<file path="src/rtl/bit_match_pkg.sv">
// -----------------------------------------------------------------------------
// bit_match_pkg
// Shared definitions for the sequential bit-pair match engine:
//   - FSM state type and encoding (IDLE / SCAN / DONE)
//   - calc_chunks : number of scan cycles needed for WIDTH bits at LANES per cycle
//   - clog2_min1  : $clog2 clamped to a minimum of 1 bit (for index fields)
// -----------------------------------------------------------------------------
package bit_match_pkg;

  typedef logic [1:0] state_t;

  localparam state_t ST_IDLE = 2'd0;
  localparam state_t ST_SCAN = 2'd1;
  localparam state_t ST_DONE = 2'd2;

  function automatic int calc_chunks(input int width, input int lanes);
    return (width + lanes - 1) / lanes;
  endfunction

  function automatic int clog2_min1(input int value);
    return (value > 1) ? $clog2(value) : 1;
  endfunction

endpackage

</file>
<file path="src/rtl/bit_match_lane_slice.sv">
// -----------------------------------------------------------------------------
// bit_match_lane_slice
// Combinational evaluation of one LANES-wide slice of the two operands.
// Only lanes with i_mask=1 take part; masked lanes are neither counted, nor
// set the any-flag, nor clear the all-flag.
//
// Optional feature macro: BIT_MATCH_FIRST_DIFF_EN (adds o_diff / o_diff_idx).
//
// Ports:
//   i_x, i_y    in  [LANES-1:0]          operand slices
//   i_mask      in  [LANES-1:0]          1 = lane holds a real operand bit
//   o_pop       out [$clog2(LANES+1)-1:0] number of valid equal lanes
//   o_any       out                      at least one valid lane equal
//   o_all       out                      every valid lane equal
//   o_diff      out                      (feature) some valid lane differs
//   o_diff_idx  out                      (feature) lowest differing lane
// -----------------------------------------------------------------------------
module bit_match_lane_slice
  import bit_match_pkg::*;
#(
  parameter int LANES = 2
) (
  input  logic [LANES-1:0]               i_x,
  input  logic [LANES-1:0]               i_y,
  input  logic [LANES-1:0]               i_mask,
  output logic [$clog2(LANES+1)-1:0]     o_pop,
  output logic                           o_any,
  output logic                           o_all
`ifdef BIT_MATCH_FIRST_DIFF_EN
  ,
  output logic                           o_diff,
  output logic [clog2_min1(LANES)-1:0]   o_diff_idx
`endif
);

  localparam int PC_W = $clog2(LANES + 1);

  logic [LANES-1:0] w_eq;
  logic [LANES-1:0] w_diff;

  assign w_eq   = ~(i_x ^ i_y) & i_mask;
  assign w_diff =  (i_x ^ i_y) & i_mask;

  // Masked lanes are forced to "equal" for the AND so they cannot clear o_all.
  assign o_any = |w_eq;
  assign o_all = &(w_eq | ~i_mask);

  always_comb begin
    // NOTE: every output of a combinational block gets a default before the
    // loop; otherwise a path that skips the assignment infers a latch.
    o_pop = '0;
    for (int j = 0; j < LANES; j++) begin
      o_pop = o_pop + PC_W'(w_eq[j]);
    end
  end

`ifdef BIT_MATCH_FIRST_DIFF_EN
  localparam int LI_W = clog2_min1(LANES);

  assign o_diff = |w_diff;

  // Walk from the top lane down so the lowest differing lane wins.
  always_comb begin
    o_diff_idx = '0;
    for (int j = LANES - 1; j >= 0; j--) begin
      if (w_diff[j]) o_diff_idx = LI_W'(j);
    end
  end
`endif

endmodule

</file>
<file path="src/rtl/param_bit_match_seq.sv">
// -----------------------------------------------------------------------------
// param_bit_match_seq
// Multi-cycle bit-pair compare engine. On an accepted start the operands are
// captured; LANES bit-pairs are then scanned per cycle for CHUNKS cycles, and
// any-equal / all-equal / equal-count are published on entry to DONE, where
// done pulses for one cycle. Results hold until the next DONE.
//
// Optional feature macro: BIT_MATCH_FIRST_DIFF_EN (adds first_diff and
// first_diff_idx, the lowest bit position where x and y differ).
//
// Ports:
//   clk            in   rising-edge clock
//   reset          in   synchronous, active-high reset
//   start          in   request compare; honoured only in IDLE or DONE
//   x, y           in   [WIDTH-1:0] operands, sampled on the accepted start
//   busy           out  high while scanning
//   done           out  one-cycle pulse, results valid
//   any_eq         out  some pair equal
//   all_eq         out  every pair equal
//   eq_count       out  [CNT_W-1:0] number of equal pairs
//   first_diff     out  (feature) some pair differs
//   first_diff_idx out  (feature) lowest differing bit index
// -----------------------------------------------------------------------------
module param_bit_match_seq
  import bit_match_pkg::*;
#(
  parameter  int WIDTH  = 8,
  parameter  int LANES  = 2,
  localparam int CNT_W  = $clog2(WIDTH + 1),
  localparam int CHUNKS = calc_chunks(WIDTH, LANES),
  localparam int FD_W   = clog2_min1(WIDTH)
) (
  input  logic             clk,
  input  logic             reset,
  input  logic             start,
  input  logic [WIDTH-1:0] x,
  input  logic [WIDTH-1:0] y,
  output logic             busy,
  output logic             done,
  output logic             any_eq,
  output logic             all_eq,
  output logic [CNT_W-1:0] eq_count
`ifdef BIT_MATCH_FIRST_DIFF_EN
  ,
  output logic             first_diff,
  output logic [FD_W-1:0]  first_diff_idx
`endif
);

  localparam int PAD_W = CHUNKS * LANES;
  localparam int CI_W  = clog2_min1(CHUNKS);
  localparam int PC_W  = $clog2(LANES + 1);
  localparam logic [CI_W-1:0] LAST_IDX = CI_W'(CHUNKS - 1);

  // State, captured operands, scan index
  state_t           r_state;
  logic [WIDTH-1:0] r_x;
  logic [WIDTH-1:0] r_y;
  logic [CI_W-1:0]  r_idx;

  // Running accumulators and published results
  logic             r_any_acc, r_all_acc;
  logic [CNT_W-1:0] r_cnt_acc;
  logic             r_any, r_all;
  logic [CNT_W-1:0] r_cnt;

  logic [PAD_W-1:0] w_x_pad, w_y_pad;
  logic [LANES-1:0] w_x_s, w_y_s, w_mask;
  logic [PC_W-1:0]  w_pop;
  logic             w_s_any, w_s_all;
  logic             w_accept, w_last;
  logic             w_any_nxt, w_all_nxt;
  logic [CNT_W-1:0] w_cnt_nxt;

  // Operands are zero-extended to a whole number of chunks; the mask, not the
  // pad value, is what keeps the pad bits out of the result.
  always_comb begin
    w_x_pad = '0;
    w_y_pad = '0;
    w_x_pad[WIDTH-1:0] = r_x;
    w_y_pad[WIDTH-1:0] = r_y;
    w_x_s = w_x_pad[int'(r_idx)*LANES +: LANES];
    w_y_s = w_y_pad[int'(r_idx)*LANES +: LANES];
    w_mask = '0;
    for (int j = 0; j < LANES; j++) begin
      w_mask[j] = (int'(r_idx) * LANES + j) < WIDTH;
    end
  end

`ifdef BIT_MATCH_FIRST_DIFF_EN
  localparam int LI_W = clog2_min1(LANES);

  logic             r_fd_acc, r_fd;
  logic [FD_W-1:0]  r_fd_idx_acc, r_fd_idx;
  logic             w_s_diff;
  logic [LI_W-1:0]  w_s_diff_idx;
  logic             w_fd_nxt;
  logic [FD_W-1:0]  w_fd_idx_nxt;
`endif

  bit_match_lane_slice #(
    .LANES (LANES)
  ) u_slice (
    .i_x        (w_x_s),
    .i_y        (w_y_s),
    .i_mask     (w_mask),
    .o_pop      (w_pop),
    .o_any      (w_s_any),
    .o_all      (w_s_all)
`ifdef BIT_MATCH_FIRST_DIFF_EN
    ,
    .o_diff     (w_s_diff),
    .o_diff_idx (w_s_diff_idx)
`endif
  );

  assign w_accept  = start && ((r_state == ST_IDLE) || (r_state == ST_DONE));
  assign w_last    = (r_idx == LAST_IDX);
  assign w_any_nxt = r_any_acc | w_s_any;
  assign w_all_nxt = r_all_acc & w_s_all;
  assign w_cnt_nxt = r_cnt_acc + CNT_W'(w_pop);

`ifdef BIT_MATCH_FIRST_DIFF_EN
  // Chunks are scanned low to high, so the first chunk that reports a
  // difference holds the lowest differing bit; later chunks must not overwrite it.
  assign w_fd_nxt     = r_fd_acc | w_s_diff;
  assign w_fd_idx_nxt = r_fd_acc ? r_fd_idx_acc :
                        (w_s_diff ? FD_W'(int'(r_idx) * LANES + int'(w_s_diff_idx)) : '0);
`endif

  // NOTE: state registers use non-blocking assignment so every flop samples
  // the pre-edge values regardless of statement order.
  always_ff @(posedge clk) begin
    if (reset) begin
      r_state   <= ST_IDLE;
      r_x       <= '0;
      r_y       <= '0;
      r_idx     <= '0;
      r_any_acc <= 1'b0;
      r_all_acc <= 1'b0;
      r_cnt_acc <= '0;
      r_any     <= 1'b0;
      r_all     <= 1'b0;
      r_cnt     <= '0;
`ifdef BIT_MATCH_FIRST_DIFF_EN
      r_fd_acc     <= 1'b0;
      r_fd_idx_acc <= '0;
      r_fd         <= 1'b0;
      r_fd_idx     <= '0;
`endif
    end else begin
      case (r_state)
        ST_IDLE, ST_DONE: begin
          if (w_accept) begin
            r_x       <= x;
            r_y       <= y;
            r_idx     <= '0;
            r_any_acc <= 1'b0;
            r_all_acc <= 1'b1;
            r_cnt_acc <= '0;
`ifdef BIT_MATCH_FIRST_DIFF_EN
            r_fd_acc     <= 1'b0;
            r_fd_idx_acc <= '0;
`endif
            r_state   <= ST_SCAN;
          end else begin
            r_state <= ST_IDLE;
          end
        end
        ST_SCAN: begin
          r_any_acc <= w_any_nxt;
          r_all_acc <= w_all_nxt;
          r_cnt_acc <= w_cnt_nxt;
`ifdef BIT_MATCH_FIRST_DIFF_EN
          r_fd_acc     <= w_fd_nxt;
          r_fd_idx_acc <= w_fd_idx_nxt;
`endif
          if (w_last) begin
            // Publish straight from the final accumulate so results are
            // visible in the DONE cycle itself.
            r_any   <= w_any_nxt;
            r_all   <= w_all_nxt;
            r_cnt   <= w_cnt_nxt;
`ifdef BIT_MATCH_FIRST_DIFF_EN
            r_fd     <= w_fd_nxt;
            r_fd_idx <= w_fd_idx_nxt;
`endif
            r_state <= ST_DONE;
          end else begin
            r_idx <= r_idx + 1'b1;
          end
        end
        default: r_state <= ST_IDLE;
      endcase
    end
  end

  assign busy     = (r_state == ST_SCAN);
  assign done     = (r_state == ST_DONE);
  assign any_eq   = r_any;
  assign all_eq   = r_all;
  assign eq_count = r_cnt;
`ifdef BIT_MATCH_FIRST_DIFF_EN
  assign first_diff     = r_fd;
  assign first_diff_idx = r_fd_idx;
`endif

endmodule

</file>
<file path="config.mk">
export PLATFORM = sky130hd
export DESIGN_NAME = param_bit_match_seq
export DESIGN_NICKNAME = d
export VERILOG_FILES = /design/src/rtl/bit_match_pkg.sv /design/src/rtl/bit_match_lane_slice.sv /design/src/rtl/param_bit_match_seq.sv
export SDC_FILE = /design/constraint.sdc
export NUM_CORES = 1
export LEC_CHECK = 0
export ABC_AREA = 1
export CORE_UTILIZATION = 35
export DETAILED_ROUTE_END_ITERATION = 10
export PLACE_DENSITY_LB_ADDON = 0.1
export SYNTH_ARGS = -nofsm -noshare
export SYNTH_HDL_FRONTEND = slang
export SYNTH_SLANG_ARGS = --single-unit
</file>
<file path="constraint.sdc">
create_clock -name clk -period 4.1 [get_ports clk]
set_input_delay 0.41 -clock clk [delete_from_list [all_inputs] [get_ports clk]]
set_output_delay 0.41 -clock clk [all_outputs]
set_load 0.005 [all_outputs]
</file>
==> impl_metrics.csv, run 1 <==
group,metric,value,unit
pwr,clock_power_share,0.329,
yosys,synth-seq-cells,32,
cells_and_area,fillCellCount,475,
yosys,syn_inst,233,
pwr,netSwitchingFraction,0.2941,
setup_path,worstPathCellList,"inv_2 -> nand2_1 -> nand3_1 -> nand2_1 -> nand3_1 -> nand2_2 -> inv_1 -> fa_1 -> ha_1 -> xor2_1 -> nand2_1 -> a21oi_1",
yosys,netlist_area,0.001634,mm^2
run,drv_cap,0,
yosys,synth_top_area_frac,0.3920,
sta,hold_viol_final,0,
yosys,synth_nets,255,
drt,drt_iter0_drc,69,
pwr,power_leakage,0.8738,nW
drt,dr.pass1.iters,4,
clock_tree,clk_latency,0.28,ns
yosys,synth_most_common_cell,"nand2_1",
setup_path,critPathMaxFanout,14,
yosys,yosysTopAreaCell,"dfxtp_1",
sta,fin_setup_tns,0,ns
grt,track_usage,0.1472,
cells_and_area,finalNonFillerCells,310,
die,pin_count,27,
pwr,p_int,0.0005305,W
clock_tree,tritoncts,"done",
setup_path,worstSetupStartpointType,"flip-flop",
yosys,netlist-cell-type-count,28,
sta,timing.fmax,0.4189,GHz
sta,setup_viol,0,
yosys,synth-edff-count,0,
yosys,synth-main-ff-cell,"dfxtp_1",
setup_path,cpPeakStageDelay,0.61,ns
pwr,p_sw,0.0002210,W
drt,vias,1418,
sta,tightest_slew,1.023,ns
worst_hold_path,min_path_type,"reg -> reg",
sta,rsz0062_at_grt,"no",
die,chipHeight,70.33,um
placement,dp_worst_setup_slack,1.731,ns
setup_path,cp-end-kind,"flip-flop",
grt,grt_pass1_wl,5.878,mm
clock_tree,cts_root_buf,"clkbuf_8",
die,fp-row-count,24,
pwr,power_frac_comb,0.208,
clock_tree,cts_buffers,5,
clock_tree,cts_setup_buffers,0,
grt,grt_max_degree,37,
setup_path,critPathSlowestCell,"dfxtp_1",
yosys,synthArstFlopShare,0,
grt,grt_antenna_before_repair,0,
sta,fin_crit,2.387,ns
sta,drv_slew,0,
placement,port_buffers,26,
setup_path,cp.arrival,2.59,ns
clock_tree,numClockSinks,32,
drt,ant_nets,0,
yosys,yosysSeqAreaShare,0.3920,
sta,slew-limit-headroom,0.3164,
drt,drc,0,
placement,dp.cells,302,
pwr,power_frac_seq,0.462,
setup_path,crit_top_cell,"nand2_1",
clock_tree,cts-resized-gates,0,
yosys,ys_top_cells_by_area,"dfxtp_1, nand2_1, a21oi_1, inv_1, o21ai_0",
yosys,ys_top_cells_by_count,"nand2_1, dfxtp_1, inv_1",
drt,drt-total-wl,3.271,mm
cells_and_area,layout.nets,279,
sta,finalCritPeriodShare,0.5823,
clock_tree,holdBufCountCts,0,
setup_path,path_class,"reg -> reg",
grt,grt_pass1_vias,1355,
sta,clock_skew,0.008746,ns
clock_tree,cts_max_path_buffers,2,
clock_tree,cts_max_level,2,
die,initial_core_util,0.3702,
die,die_area,0.004946,mm^2
pwr,total_power,0.0007515,W
die,die_w,70.33,um
cells_and_area,fin_area,0.001998,mm^2
cells_and_area,area_growth,22.28,%
grt,grt.overflow.total,0,
placement,gp_congestion,0.8083,
placement,dp_hpwl,2.401,mm
yosys,ys_warn_count,0,
cells_and_area,antenna-diode-count,0,
drt,wl_per_cell,10.55,um
cells_and_area,multi_input_area,815.8,um^2
die,core_area,0.004414,mm^2
outcome,status,"complete, no violations",
clock_tree,cts.reportedPaths.clkPinSlew,0.07,ns
cells_and_area,drive_above_1_share,0.1357,
setup_path,worstPathRequired,4.31,ns
cells_and_area,ff_latch_area,640.6,um^2
pwr,peakVddDrop,0.1801,mV
placement,dpl_cell_area,0.001906,mm^2
drt,viasPerCell,4.574,
pwr,power_density,376.1,mW/mm^2
yosys,syn_avg_cell_area,7.013,um^2
sta,fin_ws,1.713,ns
worst paths after layout:
path / start / endpoint / slack (ns) / cells past startpoint
worst max-delay path: r_idx[0] / eq_count[2] / 1.71 / 12
worst min-delay path: eq_count[0] / eq_count[0] / 0.47 / 2
worst max register to register: r_idx[0] / eq_count[2] / 1.71 / 12
worst min register to register: eq_count[0] / eq_count[0] / 0.47 / 2
metal layers:
metal  global-route usage  part of all wire
met1               0.1920              0.52
met2               0.2286              0.44
met3              0.04329             0.034
met4              0.05333            0.0064
met5                    0                 0
worst max-delay path, delay by kind of cell, from the launching register on:
| kind | cells | cell delay [ns] |
|---|---|---|
| AOI/OAI and AO/OA | 1 | 0.15 |
| buffers and inverters | 2 | 0.29 |
| adders and majority gates | 2 | 0.58 |
| xor gates and xnor gates | 1 | 0.16 |
| and+or+nand+nor | 6 | 0.51 |
| DFF | 1 | 0.61 |
registers in the layout, indices dropped and copies added, names as in the netlist:
name       cells
eq_count       4
r_idx          2
r_x            8
all_eq         1
r_cnt_acc      4
r_any_acc      1
r_all_acc      1
r_y            8
r_state        2
any_eq         1
layout make-up:
class | instances | area share
clock buffers | 6 | 0.04133
clock inverters | 2 | 0.005009
inverters | 33 | 0.06199
multi-input cells | 159 | 0.4083
flip-flops and latches | 32 | 0.3206
well taps | 52 | 0.03256
repair buffers | 26 | 0.1302
power by group through the flow:
stage	sequential (W)	combinational, W	clock, W
floorplan	0.000349	0.000125	0
global placement	0.000355	0.000160	0
detailed placement	0.000355	0.000159	0
CTS	0.000348	0.000160	0.000256
global route	0.000351	0.000182	0.000275
finish	0.000348	0.000157	0.000247
metrics by stage:
stage | hold slack (ns) | util
detailed placement | 0.4590 | 0.4317
global placement | 0.4613 | 0.4317
finish | 0.4697 | 0.4527
global route | 0.5072 | 0.4527
floorplan | 0.4558 | -
CTS | 0.4710 | 0.4527
cells by family (layout without fill, tap and decap cells):
kind of cell | Yosys count | count (layout) | synth area share
xor gates and xnor gates | 2 | 2 | 0.01072
AOI/OAI and AO/OA | 46 | 46 | 0.1478
DFF | 32 | 32 | 0.3920
buffers and inverters | 42 | 67 | 0.1087
and+or+nand+nor | 108 | 108 | 0.3132
adders and majority gates | 3 | 3 | 0.02756
cell usage in the layout (no fill, tap or decap), drive strengths merged:
cell / n
clkbuf: 6
o21ai: 20
nor2: 13
inv: 33
xor2: 1
o21a: 1
nand3b: 1
clkinv: 2
ha: 2
clkdlybuf4s50: 26
a21oi: 23
fa: 1
a211oi: 1
nand2: 76
nand3: 18
o211ai: 1
dfxtp: 32
xnor2: 1
Power figures use the tool's default switching activity.
==> run 2, diff against run 1 <==
==> constraint.sdc (replaced) <==
create_clock -name clk -period 2.1 [get_ports clk]
set_input_delay 0.21 -clock clk [delete_from_list [all_inputs] [get_ports clk]]
set_output_delay 0.21 -clock clk [all_outputs]
set_load 0.005 [all_outputs]
==> impl_metrics.csv, run 2 (same netlist as run 1, synthesis figures left out) <==
group,metric,value,unit
outcome,status,"complete, no violations",
placement,dp_hpwl,2.518,mm
placement,dpl_cell_area,0.001958,mm^2
setup_path,cp-end-kind,"flip-flop",
sta,drv_slew,0,
grt,grt_pass1_wl,6.161,mm
clock_tree,cts_setup_buffers,0,
sta,hold_viol_final,0,
pwr,power_leakage,0.9020,nW
clock_tree,holdBufCountCts,0,
clock_tree,numClockSinks,32,
run,drv_cap,0,
grt,grt_pass1_vias,1438,
placement,port_buffers,26,
clock_tree,cts_buffers,5,
drt,wl_per_cell,10.92,um
clock_tree,cts.reportedPaths.clkPinSlew,0.07,ns
clock_tree,clk_latency,0.28,ns
clock_tree,cts_max_level,2,
drt,dr.pass1.iters,4,
cells_and_area,finalNonFillerCells,317,
cells_and_area,area_growth,26.80,%
clock_tree,cts_root_buf,"clkbuf_8",
sta,setup_viol,0,
die,pin_count,27,
cells_and_area,ff_latch_area,645.6,um^2
grt,grt_antenna_before_repair,0,
die,initial_core_util,0.3702,
pwr,total_power,0.001507,W
setup_path,path_class,"reg -> reg",
grt,grt_max_degree,24,
drt,viasPerCell,4.640,
placement,dp.cells,309,
sta,tightest_slew,0.2508,ns
sta,rsz0062_at_grt,"no",
drt,ant_nets,0,
setup_path,worstPathCellList,"buf_4 -> nand2_1 -> nand3_1 -> nand2_1 -> inv_1 -> nand2_2 -> nand2_2 -> fa_2 -> ha_2 -> xor2_2 -> nand2_1 -> a21oi_1",
drt,drt_iter0_drc,105,
setup_path,worstPathRequired,2.32,ns
setup_path,r2r_start,"r_idx[0]",
sta,slew-limit-headroom,0.8324,
drt,drt-total-wl,3.463,mm
setup_path,cp-startpoint,"r_idx[0]",
clock_tree,cts-resized-gates,0,
cells_and_area,fillCellCount,474,
sta,fin_crit,1.928,ns
setup_path,critPathSlowestCell,"fa_2",
die,fp-row-count,24,
cells_and_area,drive_above_1_share,0.1698,
grt,grt.overflow.total,0,
cells_and_area,antenna-diode-count,0,
pwr,peakVddDrop,0.3515,mV
worst_hold_path,min_path_type,"reg -> reg",
die,chipHeight,70.33,um
grt,track_usage,0.1553,
die,core_area,0.004414,mm^2
cells_and_area,reg_top3,"r_x (8), r_y (8)",
worst_hold_path,hold_start,"eq_count[0]",
cells_and_area,layout_common_cells,"nand2_1, dfxtp_1, inv_1, clkdlybuf4s50_1, a21oi_1",
cells_and_area,fin_area,0.002072,mm^2
setup_path,cp.arrival,2.15,ns
die,die_w,70.33,um
setup_path,cpPeakStageDelay,0.37,ns
setup_path,worstSetupStartpointType,"flip-flop",
die,die_area,0.004946,mm^2
cells_and_area,final_common_cell,"nand2_1",
sta,clock_skew,0.005749,ns
drt,drc,0,
sta,timing.fmax,0.5186,GHz
sta,finalCritPeriodShare,0.9183,
setup_path,crit_top_cell,"nand2_1",
setup_path,critPathMaxFanout,6,
cells_and_area,layout.nets,286,
drt,vias,1471,
clock_tree,tritoncts,"done",
sta,fin_setup_tns,0,ns
cells_and_area,multi_input_area,828.3,um^2
pwr,power_density,727.3,mW/mm^2
clock_tree,cts_max_path_buffers,2,
placement,gp_congestion,0.8540,
run 2: cell count changes in the layout (fill, tap and decap cells not counted), sizes merged:
cell | previous run | this run
buf | 0 | 7
clkbuf | 6 | 8
clkinv | 2 | 0
run 2: worst max-delay path, delay by kind of cell, from the launching register on:
kind                     cells  cell delay, ns
adder cells (fa/ha/maj)      2            0.56
AO/OA/AOI/OAI                1            0.14
AND/OR/NAND/NOR              6            0.43
buffers and inverters        2            0.20
XOR/XNOR                     1            0.15
flip-flops                   1            0.36
run 2: final cells by class:
type | count | area share
Clock buffer | 8 | 0.04348
Inverter | 33 | 0.06099
Multi-Input combinational cell | 159 | 0.3998
Sequential cell | 32 | 0.3116
Tap cell | 52 | 0.03140
Timing Repair Buffer | 33 | 0.1528
run 2: final timing paths:
check	depth (start not counted)	slack, ns	to
setup / recovery	12	0.17	eq_count[2]
hold / removal	2	0.47	eq_count[0]
setup reg to reg	12	0.17	eq_count[2]
hold reg to reg	2	0.47	eq_count[0]
run 2: metal layers:
layer  up-vias  global-route usage  routed length [um]
met5         -                   0                   0
met4         0             0.07111                  63
met3         7             0.03752                 132
met2        25              0.2455                1593
met1       650              0.1984                1674
li1        789                   -                   -
run 2: metrics by stage:
| stage | util | setup WS (ns) | hold WS, ns |
|---|---|---|---|
| after global routing | 0.4694 | 0.001483 | 0.4881 |
| after global placement | 0.4436 | 0.1322 | 0.4600 |
| after detailed placement | 0.4436 | 0.06709 | 0.4622 |
| final | 0.4694 | 0.1716 | 0.4712 |
| after CTS | 0.4640 | 0.02515 | 0.4739 |
| after floorplan | - | 0.1813 | 0.4016 |
run 2: report_power, final:
| group | internal [W] | switching, W | leakage [nW] |
|---|---|---|---|
| Sequential | 0.000648 | 0.0000264 | 0.264 |
| Combinational | 0.000146 | 0.000194 | 0.593 |
| Clock | 0.000267 | 0.000225 | 0.0455 |
